===== config.mk =====
export PLATFORM = sky130hd
export DESIGN_NAME = ps2_key_rx
export DESIGN_NICKNAME = d
export VERILOG_FILES = /design/src/rtl/ps2_key_rx.sv
export SDC_FILE = /design/constraint.sdc
export NUM_CORES = 1
export LEC_CHECK = 0
export CAP_MARGIN = 25
export CORE_AREA = 2 2 81 83
export DETAILED_ROUTE_END_ITERATION = 12
export DIE_AREA = 0 0 83 85
export SLEW_MARGIN = 20
export SYNTH_ARGS = -nofsm -noshare
export SYNTH_HDL_FRONTEND = slang
export SYNTH_SLANG_ARGS = --single-unit

===== constraint.sdc =====
create_clock -name clk_sys -period 6.3 [get_ports clk_sys]
set_clock_uncertainty 0.2 [all_clocks]
set_input_delay 1.26 -clock clk_sys [delete_from_list [all_inputs] [get_ports clk_sys]]
set_output_delay 1.26 -clock clk_sys [all_outputs]
set_load 0.01 [all_outputs]

===== src/rtl/ps2_key_rx.sv =====
// ps2_key_rx: PS/2 keyboard receiver producing the 11-bit toggle-word key
// event {toggle, pressed, extended, code[7:0]}.
// Optional build macro PS2_PARITY_CHECK_EN enables odd-parity checking.
module ps2_key_rx #(
  parameter int FILTER_LEN = 8,
  parameter int TIMEOUT    = 50000
) (
  input  logic        clk_sys,
  input  logic        RESET_L,
  input  logic        ps2_clk,
  input  logic        ps2_data,
  output logic [10:0] ps2_key,
  output logic        key_valid,
  output logic        frame_err
);

  localparam int              TW       = $clog2(TIMEOUT + 1);
  localparam logic [7:0]      FLT_LAST = 8'(FILTER_LEN - 1);
  localparam logic [TW-1:0]   TO_LAST  = TW'(TIMEOUT - 1);

  typedef enum logic [1:0] {
    ST_IDLE,
    ST_DATA,
    ST_PARITY,
    ST_STOP
  } state_t;

  logic          clk_s1_q, clk_s1_d, clk_s2_q, clk_s2_d;
  logic          dat_s1_q, dat_s1_d, dat_s2_q, dat_s2_d;
  logic          flt_lvl_q, flt_lvl_d;
  logic [7:0]    flt_cnt_q, flt_cnt_d;
  logic          strobe_q, strobe_d;

  state_t        state_q, state_d;
  logic [2:0]    bit_cnt_q, bit_cnt_d;
  logic [7:0]    shift_q, shift_d;
  logic [TW-1:0] to_cnt_q, to_cnt_d;
  logic          deliver;
  logic          drop;
  logic          par_ok;
`ifdef PS2_PARITY_CHECK_EN
  logic          par_q, par_d;
`endif

  logic          ext_q, ext_d;
  logic          rel_q, rel_d;
  logic [2:0]    skip_q, skip_d;
  logic [10:0]   key_q, key_d;
  logic          kv_q, kv_d;
  logic          fe_q, fe_d;

  // Synchronise both lines and debounce the clock; strobe on accepted fall.
  always_comb begin
    clk_s1_d  = ps2_clk;
    clk_s2_d  = clk_s1_q;
    dat_s1_d  = ps2_data;
    dat_s2_d  = dat_s1_q;
    flt_lvl_d = flt_lvl_q;
    flt_cnt_d = '0;
    strobe_d  = 1'b0;
    if (clk_s2_q != flt_lvl_q) begin
      if (flt_cnt_q == FLT_LAST) begin
        flt_lvl_d = clk_s2_q;
        strobe_d  = ~clk_s2_q;
      end else begin
        flt_cnt_d = flt_cnt_q + 8'd1;
      end
    end
  end

`ifdef PS2_PARITY_CHECK_EN
  assign par_ok = ^{shift_q, par_q};
`else
  assign par_ok = 1'b1;
`endif

  // Frame FSM: start, 8 data bits LSB first, parity, stop; plus timeout.
  always_comb begin
    state_d   = state_q;
    bit_cnt_d = bit_cnt_q;
    shift_d   = shift_q;
    to_cnt_d  = to_cnt_q;
    deliver   = 1'b0;
    drop      = 1'b0;
`ifdef PS2_PARITY_CHECK_EN
    par_d     = par_q;
`endif
    case (state_q)
      ST_IDLE: begin
        if (strobe_q && !dat_s2_q) begin
          state_d   = ST_DATA;
          bit_cnt_d = '0;
        end
      end
      ST_DATA: begin
        if (strobe_q) begin
          shift_d   = {dat_s2_q, shift_q[7:1]};
          bit_cnt_d = bit_cnt_q + 3'd1;
          if (bit_cnt_q == 3'd7) state_d = ST_PARITY;
        end
      end
      ST_PARITY: begin
        if (strobe_q) begin
`ifdef PS2_PARITY_CHECK_EN
          par_d   = dat_s2_q;
`endif
          state_d = ST_STOP;
        end
      end
      ST_STOP: begin
        if (strobe_q) begin
          state_d = ST_IDLE;
          if (dat_s2_q && par_ok) deliver = 1'b1;
          else                    drop    = 1'b1;
        end
      end
      default: state_d = ST_IDLE;
    endcase
    // The strobe clears the counter first, so a stop strobe never meets a timeout.
    if (state_q == ST_IDLE) begin
      to_cnt_d = '0;
    end else if (strobe_q) begin
      to_cnt_d = '0;
    end else if (to_cnt_q == TO_LAST) begin
      to_cnt_d = '0;
      state_d  = ST_IDLE;
      drop     = 1'b1;
    end else begin
      to_cnt_d = to_cnt_q + TW'(1);
    end
  end

  // Prefix stage: accumulate E0/F0, skip Pause bytes, emit key events.
  always_comb begin
    key_d  = key_q;
    kv_d   = 1'b0;
    fe_d   = drop;
    ext_d  = ext_q;
    rel_d  = rel_q;
    skip_d = skip_q;
    if (drop) begin
      ext_d = 1'b0;
      rel_d = 1'b0;
    end else if (deliver) begin
      if (skip_q != 3'd0) begin
        skip_d = skip_q - 3'd1;
      end else begin
        case (shift_q)
          8'hE0: ext_d = 1'b1;
          8'hF0: rel_d = 1'b1;
          8'hE1: begin
            skip_d = 3'd7;
            ext_d  = 1'b0;
            rel_d  = 1'b0;
          end
          default: begin
            key_d = {~key_q[10], ~rel_q, ext_q, shift_q};
            kv_d  = 1'b1;
            ext_d = 1'b0;
            rel_d = 1'b0;
          end
        endcase
      end
    end
  end

  // State registers; synchronisers and filter level reset to bus-idle high.
  always_ff @(posedge clk_sys or negedge RESET_L) begin
    if (!RESET_L) begin
      clk_s1_q  <= 1'b1;
      clk_s2_q  <= 1'b1;
      dat_s1_q  <= 1'b1;
      dat_s2_q  <= 1'b1;
      flt_lvl_q <= 1'b1;
      flt_cnt_q <= '0;
      strobe_q  <= 1'b0;
      state_q   <= ST_IDLE;
      bit_cnt_q <= '0;
      shift_q   <= '0;
      to_cnt_q  <= '0;
`ifdef PS2_PARITY_CHECK_EN
      par_q     <= 1'b0;
`endif
      ext_q     <= 1'b0;
      rel_q     <= 1'b0;
      skip_q    <= '0;
      key_q     <= '0;
      kv_q      <= 1'b0;
      fe_q      <= 1'b0;
    end else begin
      clk_s1_q  <= clk_s1_d;
      clk_s2_q  <= clk_s2_d;
      dat_s1_q  <= dat_s1_d;
      dat_s2_q  <= dat_s2_d;
      flt_lvl_q <= flt_lvl_d;
      flt_cnt_q <= flt_cnt_d;
      strobe_q  <= strobe_d;
      state_q   <= state_d;
      bit_cnt_q <= bit_cnt_d;
      shift_q   <= shift_d;
      to_cnt_q  <= to_cnt_d;
`ifdef PS2_PARITY_CHECK_EN
      par_q     <= par_d;
`endif
      ext_q     <= ext_d;
      rel_q     <= rel_d;
      skip_q    <= skip_d;
      key_q     <= key_d;
      kv_q      <= kv_d;
      fe_q      <= fe_d;
    end
  end

  assign ps2_key   = key_q;
  assign key_valid = kv_q;
  assign frame_err = fe_q;

endmodule


# --- Word-level counts from Yosys, hierarchy flattened ---
# Index checks and enable logic that the tools add are counted.
totals:
  ff_bits: 61
  latch_bits: 0
  ramBits: 0
  mem_bits_ro: 0
  in_bits: 4
  out_inout_bits: 13
  wordCells: 99
  n_memories: 0
op_classes:
  addsub: 4
  mul: 0
  n_div: 0
  order_cmp: 0
  n_eq_ne: 15
  n_shift: 0
  muxes: 42
  bitwise_logic: 6
  reduce_logical: 15
ops:
  columns: ["operator", "n"]
  rows:
  - ["2-to-1 mux 16 bit", 3]
  - ["equality test 8 bit, second input constant", 3]
  - ["2-to-1 mux 1 bit", 21]
  - ["adder 16 x 1 -> 16 bit, second input constant", 1]
  - ["equality test 16 bit, second input constant", 1]
  - ["2-to-1 mux 2 bit", 8]
  - ["2-to-1 mux 8 bit", 2]
  - ["2-to-1 mux 3 bit", 4]
  - ["AND reduction 3 bit", 4]
  - ["!= test 2 bit, second input constant", 5]
  - ["adder 8 x 1 -> 8 bit, second input constant", 1]
  - ["equality test 8 x 3 -> 1 bit, second input constant", 1]
  - ["one-hot mux 2 bit (4 select lines)", 1]
  - ["NOT 1 bit", 6]
  - ["one-hot mux 3 bit (2 select lines)", 1]
  - ["nonzero test 2 bit", 3]
  - ["equality test 2 bit, second input constant", 2]
  - ["one-hot mux 1 bit (2 select lines)", 2]
  - ["AND reduction 2 bit", 2]
  - ["AND reduction 4 bit", 1]
  - ["adder 3 x 1 -> 3 bit, second input constant", 1]
  - ["equality test 3 bit, second input constant", 1]
  - ["nonzero test 3 bit", 1]
  - ["OR reduction 3 bit", 1]
  - ["other kinds (6)", 6]

# --- Depth between registers and ports, before layout ---
# Gate-level depths: netlist (run 1).
depth:
  word_depth: 8
  mapped_depth: 7
  ltp_nobuf: 6

# --- Least setup slack after synthesis (run 1) ---
# Ideal clock, no wire load.
synth_path:
  path_kind: "register -> register"
  start: "register shift_q[1]"
  end: "register key_q[4] (netlist: ps2_key[4])"
  setup_ps: 125
  arrival_ps: 1663
  required_time_ps: 5975
  setup_slack_ps: 4312
  path_stages_with_launch: 6
  path_buffers: 1
  synth_period_minus_slack_ps: 1988
  path_cell_list: "dfrtp_1 -> or4b_4 -> a211oi_2 -> nor3_1 -> buf_6 -> mux2_4"
synth_between:
  elab_chain_len: 4
  elab_cells_between_ends: 6
  classes_between: "eq/ne: 3; bitwise: 1; reduce/logical: 2"
synth_lines:
  columns: ["item", "line_no", "rtl"]
  rows:
  - ["from (decl)", "36", "logic [7:0] shift_q, shift_d;"]
  - ["from (signal assigned)", "200", "shift_q <= shift_d;"]
  - ["equality test 8 bit", "148", "case (shift_q)"]
  - ["OR reduction 3 bit (no source line) *", null, null]
  - ["NOT 1 bit (no source line) *", null, null]
  - ["AND reduction 4 bit (no source line) *", null, null]
  - ["to (signal assigned)", "208", "key_q <= key_d;"]
  - ["to (decl)", "48", "logic [10:0] key_q, key_d;"]
# Mark *: on every way between the ends. The rest lies on a longest branch, timed or not.
# A chain may end at the register's enable or synchronous reset.

# --- Final worst setup path (run 1) ---
layout_path:
  start: "register key_q[10] (netlist: ps2_key[10])"
  end: "output port ps2_key[10]"
layout_rtl:
  columns: ["item", "line_no", "rtl"]
  rows:
  - ["to (decl)", "12", "output logic [10:0] ps2_key,"]
# No word-level cell between the ends.

==> run summary, run 1 <==
Fin nets: 276
Chip Height: 85 um
Total power: 844 uW
RePlAce Congestion: 0.781
Internal reg-to-reg setup slack: 4050 ps
Maximum number of pins on one net before global-route repair: 62
Post-Synthesis Mean Instance Area: 11.0 sq um
Setup TNS: 0 ps
Number of max-slew violations in the final report: 0
FF+latch area: 1530 sq um
Number of buffers inserted during clock tree synthesis: 9
Per-cell routed wire length: 12.8 um
Area share of the largest cell type after synthesis: 52.0%
Cells after synthesis: 244
Max-capacitance violation count: 0
Cell family contributing the most delay on the critical path: buffers and inverters
Global-route wire length before repair: 8010 um
Number of buffers between clock root and the deepest sink: 2
Count of antenna diodes in the layout: 0
Clock H-tree levels: 3
CP max stage delay: 540 ps
Startpoint of the lowest-slack register-to-register path: state_q[0]
Flip-flop and latch count after synthesis: 61
Summed instance area of the synthesized netlist: 2690 sq um
Net count after synthesis: 254
Yosys cell types: 40
Kind of launch point of the worst setup path: flop
HPWL after DPL: 2910 um
Largest cells by area after synthesis: sky130_fd_sc_hd__dfrtp_1 52%, sky130_fd_sc_hd__xnor2_1 5.5%, sky130_fd_sc_hd__dfstp_2 4.9%
Clk pin slew, worst setup/hold paths: 80 ps
Drt drc: 0
Clock Latency Late Sink: 350 ps
Slowest-stage cell, CP: sky130_fd_sc_hd__clkdlybuf4s50_1
Result of the run: completed
Core area: 6200 sq um
WP buf/inv: 1
Classification of the worst setup path: flop to primary output
Fraction of the cycle the final worst path needs: 43.0%
Critical-path cell list: clkdlybuf4s50_1
Pwr per Cell Area: 268 nW/um^2
Hold-critical path endpoint: dat_s2_q
Number of hold violations in the final report: 0
Sequential-to-total area share from yosys stat: 56.9%
Std cell rows: 29
Shortest clock period the worst path allows after layout: 2710 ps
Die area: 7060 sq um
Area of the multi-input gates: 1090 sq um
Hold Crit Class: flop to flop
Initial antenna violation count: 0
IO Port Bufs: 16
Min-delay src: dat_s1_q
Most common cell after layout, fill and taps aside: sky130_fd_sc_hd__dfrtp_1
Hold Path Depth: 0
Clock tree from TritonCTS: built
Clock root cell: sky130_fd_sc_hd__clkbuf_8
Total track usage: 14.5%
Num ports: 17
Cells on worst reg2reg path: 4
Yosys warns: 0
Quantity of hold-fixing buffers added after cts: 0
Layout cells sized above 1: 13.7%
Remaining number of nets flagged by the antenna check after routing: 0
Endpoint class of the critical path: primary output
Final wirelength: 4470 um
Buffers inserted during post-CTS setup optimization: 0
First drt pass iteration count: 4
Via count of the first global-routing pass: 1709
Initial core utilization: 43.4%
Area growth, synth to finish: 16.9%
Worst Path Arrival: 1250 ps
Vias: 1742
Vias/cell: 5.01
Number of setup violations in the final report: 0
Sink count of the clock tree: 61
Actual transition at the worst max-transition pin: 916 ps
Chip width: 83 um
Highest-count cells in the layout ignoring fill and taps: 56 x sky130_fd_sc_hd__dfrtp_1, 32 x sky130_fd_sc_hd__nor2_1, 26 x sky130_fd_sc_hd__nand2_1, 17 x sky130_fd_sc_hd__xnor2_1, 15 x sky130_fd_sc_hd__clkdlybuf4s50_1
Peak supply drop: 0.135 mV
Fill cell count: 563
Unrepaired setup endpoints after global routing: no
Post-cts gate resize count: 0
Critical Path Fanout Max: 2
Initial detailed-routing violation count: 66
Remaining max-slew budget at the tightest pin: 38.6%
Leakage power: 0.00137 uW
Global-route congestion overflow total: 0
Largest area contributor in the synthesized netlist: sky130_fd_sc_hd__dfrtp_1
Data required time of the worst path: 4840 ps
Endpoint of the worst register-to-register path: ps2_key[3]
Maximum achievable frequency: 369 MHz
how the worst max path moves through the flow:
| stage | from | to | slack (ps) | depth (start not counted) |
|---|---|---|---|---|
| final | ps2_key[10] | ps2_key[10] | 3590 | 1 |
| after global routing | ps2_key[10] | ps2_key[10] | 3520 | 1 |
| after CTS | ps2_key[10] | ps2_key[10] | 3560 | 1 |
| after detailed placement | ps2_key[10] | ps2_key[10] | 3960 | 1 |
| after global placement | ps2_key[3] | ps2_key[3] | 3970 | 1 |
| after floorplan | shift_q[1] | ps2_key[4] | 4310 | 5 |
registers in the layout, indices dropped and copies added, names as in the netlist, 2 cells and up:
| register | count |
|---|---|
| bit_cnt_q | 3 |
| ps2_key | 11 |
| state_q | 2 |
| skip_q | 3 |
| shift_q | 8 |
| flt_cnt_q | 8 |
| to_cnt_q | 16 |
routing by layer:
layer	vias to the layer above	GRT usage (%)	wire, um
met1	836	18.7	2240
met5	-	0	0
met3	10	4.77	162
li1	872	-	-
met4	0	8.05	114
met2	24	21.7	1940
report_power, final:
part / leakage [uW] / switching, uW / internal (uW) / total, uW
registers: 0.000833 / 9.94 / 406 / 416
clock network: 0.000102 / 165 / 224 / 388
logic: 0.000439 / 23.9 / 15.5 / 39.3
total: 0.00137 / 199 / 645 / 844
metrics by stage:
step | worst slack, ps | hold WS (ps) | std cells | util (%) | instance area (sq um)
after floorplan | 4310 | 145 | 244 | - | 2690
after global placement | 3970 | 146 | 332 | 47.1 | 2920
after detailed placement | 3960 | 147 | 332 | 47.1 | 2920
after CTS | 3560 | 158 | 348 | 50.7 | 3150
after global routing | 3520 | 164 | 348 | 50.7 | 3150
final | 3590 | 157 | 348 | 50.7 | 3150
area by class of cell:
class	instances	share of cell area, %
inverters	12	1.43
well taps	77	3.06
multi-input cells	165	34.5
clock inverters	7	3.18
repair buffers	17	5.17
flip-flops and latches	61	48.7
clock buffers	9	3.93
worst register-to-register path, cell delays in order (launching register included):
cell and delay [ps]:
sky130_fd_sc_hd__dfrtp_1 460, sky130_fd_sc_hd__and3_1 240, sky130_fd_sc_hd__nand2_1 120, sky130_fd_sc_hd__nor3_2 710, sky130_fd_sc_hd__mux2_2 420
synth_stat cells:
| master | count |
|---|---|
| sky130_fd_sc_hd__o311ai_1 | 1 |
| sky130_fd_sc_hd__nor4bb_1 | 2 |
| sky130_fd_sc_hd__dfrtp_1 | 56 |
| sky130_fd_sc_hd__or4b_4 | 1 |
| sky130_fd_sc_hd__buf_2 | 2 |
| sky130_fd_sc_hd__mux2_4 | 4 |
| sky130_fd_sc_hd__or2_2 | 2 |
| sky130_fd_sc_hd__nand4_1 | 4 |
| sky130_fd_sc_hd__a211oi_2 | 1 |
| sky130_fd_sc_hd__o21ai_1 | 2 |
| sky130_fd_sc_hd__and3_1 | 5 |
| sky130_fd_sc_hd__a2bb2oi_1 | 1 |
| sky130_fd_sc_hd__nand3_1 | 9 |
| sky130_fd_sc_hd__a31oi_1 | 3 |
| sky130_fd_sc_hd__xnor2_1 | 17 |
| sky130_fd_sc_hd__buf_6 | 1 |
| sky130_fd_sc_hd__mux2i_1 | 4 |
| sky130_fd_sc_hd__nor3b_1 | 2 |
| sky130_fd_sc_hd__and3b_1 | 1 |
| sky130_fd_sc_hd__nor4b_1 | 1 |
| sky130_fd_sc_hd__o41ai_2 | 1 |
| sky130_fd_sc_hd__and4_1 | 1 |
| sky130_fd_sc_hd__o2bb2ai_1 | 2 |
| sky130_fd_sc_hd__a22o_1 | 3 |
| sky130_fd_sc_hd__nor2b_1 | 3 |
| sky130_fd_sc_hd__nor3_1 | 7 |
| sky130_fd_sc_hd__o32a_1 | 1 |
| sky130_fd_sc_hd__mux2_2 | 4 |
| sky130_fd_sc_hd__nand2b_1 | 2 |
| sky130_fd_sc_hd__nand2_1 | 26 |
| sky130_fd_sc_hd__inv_1 | 12 |
| sky130_fd_sc_hd__and2_1 | 1 |
| sky130_fd_sc_hd__or4_1 | 1 |
| sky130_fd_sc_hd__o21ai_0 | 7 |
| sky130_fd_sc_hd__ha_1 | 6 |
| sky130_fd_sc_hd__xor2_1 | 5 |
| sky130_fd_sc_hd__nor2_1 | 32 |
| sky130_fd_sc_hd__clkbuf_1 | 3 |
| sky130_fd_sc_hd__dfstp_2 | 5 |
| sky130_fd_sc_hd__nor4_1 | 3 |
logic make-up after synthesis:
family	Yosys count	share of synthesized area [%]
simple gates	103	18.8
flops	61	56.9
compound gates	22	6.09
xor+xnor	22	7.16
buf+inv	18	2.88
mux	12	5.39
fa+ha+maj	6	2.79
No activity file was read; power rests on OpenSTA's default activity.
==> inputs of run 2 (changes only) <==
clock period = 2.7 ns   (was 6.3 ns; I/O delays follow)
==> run summary, run 2 (synthesis gave the netlist of run 1 again) <==
Reg with most FFs: to_cnt_q (unchanged)
Maximum number of pins on one net before global-route repair: 62 (unchanged)
Buffers inserted during post-CTS setup optimization: 0 (unchanged)
Number of buffers inserted during clock tree synthesis: 9 (unchanged)
Endpoint class of the critical path: flop (was primary output)
Sw frac: 22.5% (was 23.5%)
Maximum achievable frequency: 429 MHz
Initial antenna violation count: 0 (unchanged)
Layout cells sized above 1: 13.2% (was 13.7%)
Number of placed instances with taps included: 333 (was 332)
Clock Latency Late Sink: 320 ps (was 350 ps)
Setup TNS: 0 ps (unchanged)
Cells on worst reg2reg path: 4 (unchanged)
Std cell rows: 29 (unchanged)
Max-capacitance violation count: 0 (unchanged)
First drt pass iteration count: 5 (was 4)
Vias/cell: 5.03 (was 5.01)
Endpoint of the worst register-to-register path: ps2_key[3] (unchanged)
Chip Height: 85 um (unchanged)
Vias: 1755 (was 1742)
Fraction of the cycle the final worst path needs: 86.3%
Relative contribution of combinational cells to total power: 5.1% (was 4.7%)
Hold Crit Class: input pin to async pin (was flop to flop)
Critical Path Fanout Max: 12 (was 2)
Final wirelength: 4620 um (was 4470 um)
Drt drc: 0 (unchanged)
Number of flip-flops in the largest register: 16 (unchanged)
Via count of the first global-routing pass: 1840 (was 1709)
Worst Path Arrival: 2340 ps (was 1250 ps)
Hold Worst Slack: -2.39 ps (was 157 ps)
Global-route wire length before repair: 8500 um (was 8010 um)
Leakage power: 0.00138 uW (was 0.00137 uW)
Sink count of the clock tree: 61 (unchanged)
Data required time of the worst path: 2710 ps (was 4840 ps)
Number of hold violations in the final report: 1 (was 0)
Internal reg-to-reg setup slack: 370 ps (was 4050 ps)
Highest-count cells in the layout ignoring fill and taps: 56 x sky130_fd_sc_hd__dfrtp_1, 32 x sky130_fd_sc_hd__nor2_1, 26 x sky130_fd_sc_hd__nand2_1, 17 x sky130_fd_sc_hd__xnor2_1, 15 x sky130_fd_sc_hd__clkdlybuf4s50_1 (unchanged)
Quantity of hold-fixing buffers added after cts: 0 (unchanged)
Fin nets: 277 (was 276)
Area growth, synth to finish: 16.5% (was 16.9%)
Result of the run: finished with violations (was completed)
Number of setup violations in the final report: 0 (unchanged)
RePlAce Congestion: 0.796 (was 0.781)
Clock tree from TritonCTS: built (unchanged)
Most common cell after layout, fill and taps aside: sky130_fd_sc_hd__dfrtp_1 (unchanged)
Violated checks: hold timing
Actual transition at the worst max-transition pin: 1010 ps (was 916 ps)
Clk pin slew, worst setup/hold paths: 70 ps (was 80 ps)
Per-cell routed wire length: 13.2 um (was 12.8 um)
Core area: 6200 sq um (unchanged)
Sequential power share: 52.6% (was 49.3%)
Remaining max-slew budget at the tightest pin: 32.3% (was 38.6%)
Switching component of the power: 416 uW (was 199 uW)
Peak supply drop: 0.281 mV (was 0.135 mV)
Kind of launch point of the worst setup path: flop (unchanged)
Clock root cell: sky130_fd_sc_hd__clkbuf_8 (unchanged)
Classification of the worst setup path: flop to flop (was flop to primary output)
Die area: 7060 sq um (unchanged)
Count of antenna diodes in the layout: 0 (unchanged)
Total track usage: 15.0% (was 14.5%)
Internal power: 1440 uW (was 645 uW)
Clock H-tree levels: 3 (unchanged)
HPWL after DPL: 3140 um (was 2910 um)
Pwr per Cell Area: 590 nW/um^2 (was 268 nW/um^2)
Number of buffers between clock root and the deepest sink: 2 (unchanged)
Chip width: 83 um (unchanged)
Fraction of power consumed by the clock network: 42.3% (was 46.0%)
Startpoint of the lowest-slack register-to-register path: state_q[0] (unchanged)
Remaining number of nets flagged by the antenna check after routing: 0 (unchanged)
IO Port Bufs: 16 (unchanged)
Post-cts gate resize count: 0 (unchanged)
Post-Layout Cell Count: 349 (was 348)
Initial detailed-routing violation count: 149 (was 66)
Initial core utilization: 43.4% (unchanged)
Num ports: 17 (unchanged)
Unrepaired setup endpoints after global routing: no (unchanged)
Number of max-slew violations in the final report: 0 (unchanged)
Global-route congestion overflow total: 0 (unchanged)
Shortest clock period the worst path allows after layout: 2330 ps
==> run 2: worst max-delay path, cell delays in order (launching register included) <==
cell	delay [ps]
sky130_fd_sc_hd__dfrtp_1	460
sky130_fd_sc_hd__and3_1	240
sky130_fd_sc_hd__nand2_1	120
sky130_fd_sc_hd__nor3_2	780
sky130_fd_sc_hd__mux2_2	420
==> run 2: worst max path at each step <==
stage | slack [ps] | end | cells past startpoint | start
after floorplan | 710 | ps2_key[4] | 5 | shift_q[1]
after global placement | 450 | ps2_key[2] | 4 | state_q[0]
after detailed placement | 390 | ps2_key[2] | 4 | state_q[0]
after CTS | 370 | ps2_key[3] | 4 | state_q[0]
after global routing | 220 | ps2_key[3] | 4 | state_q[0]
final | 370 | ps2_key[3] | 4 | state_q[0]
==> run 2: power groups by stage <==
| stage | registers [uW] | logic [uW] | clock network, uW |
|---|---|---|---|
| after floorplan | 984 | 64.2 | 0 |
| after global placement | 989 | 96.2 | 0 |
| after detailed placement | 991 | 98.4 | 0 |
| after CTS | 975 | 98.5 | 813 |
| after global routing | 982 | 109 | 859 |
| final | 974 | 94.4 | 783 |
==> run 2: metal layers <==
layer	wire, um	up-vias	track usage [%]
li1	-	878	-
met1	2290	836	20.5
met3	143	7	3.50
met4	70	0	7.15
met5	0	-	0
met2	2110	34	22.7
==> run 2: per-stage QoR <==
| stage | utilization [%] | setup WS, ps | instance area [sq um] | total power, uW |
|---|---|---|---|---|
| floorplan | - | 712 | 2690 | 1050 |
| global placement | 47.4 | 445 | 2940 | 1090 |
| CTS | 50.6 | 371 | 3140 | 1890 |
| global route | 50.6 | 225 | 3140 | 1950 |
| detailed placement | 47.4 | 392 | 2940 | 1090 |
| finish | 50.6 | 371 | 3140 | 1850 |
==> run 2: final cells by class <==
type	count	area (sq um)
Sequential cell	61	1530
Inverter	12	45.0
Clock inverter	4	47.5
Fill cell	578	3070
Timing Repair Buffer	18	183
Multi-Input combinational cell	165	1090
Clock buffer	12	145
Tap cell	77	96.3
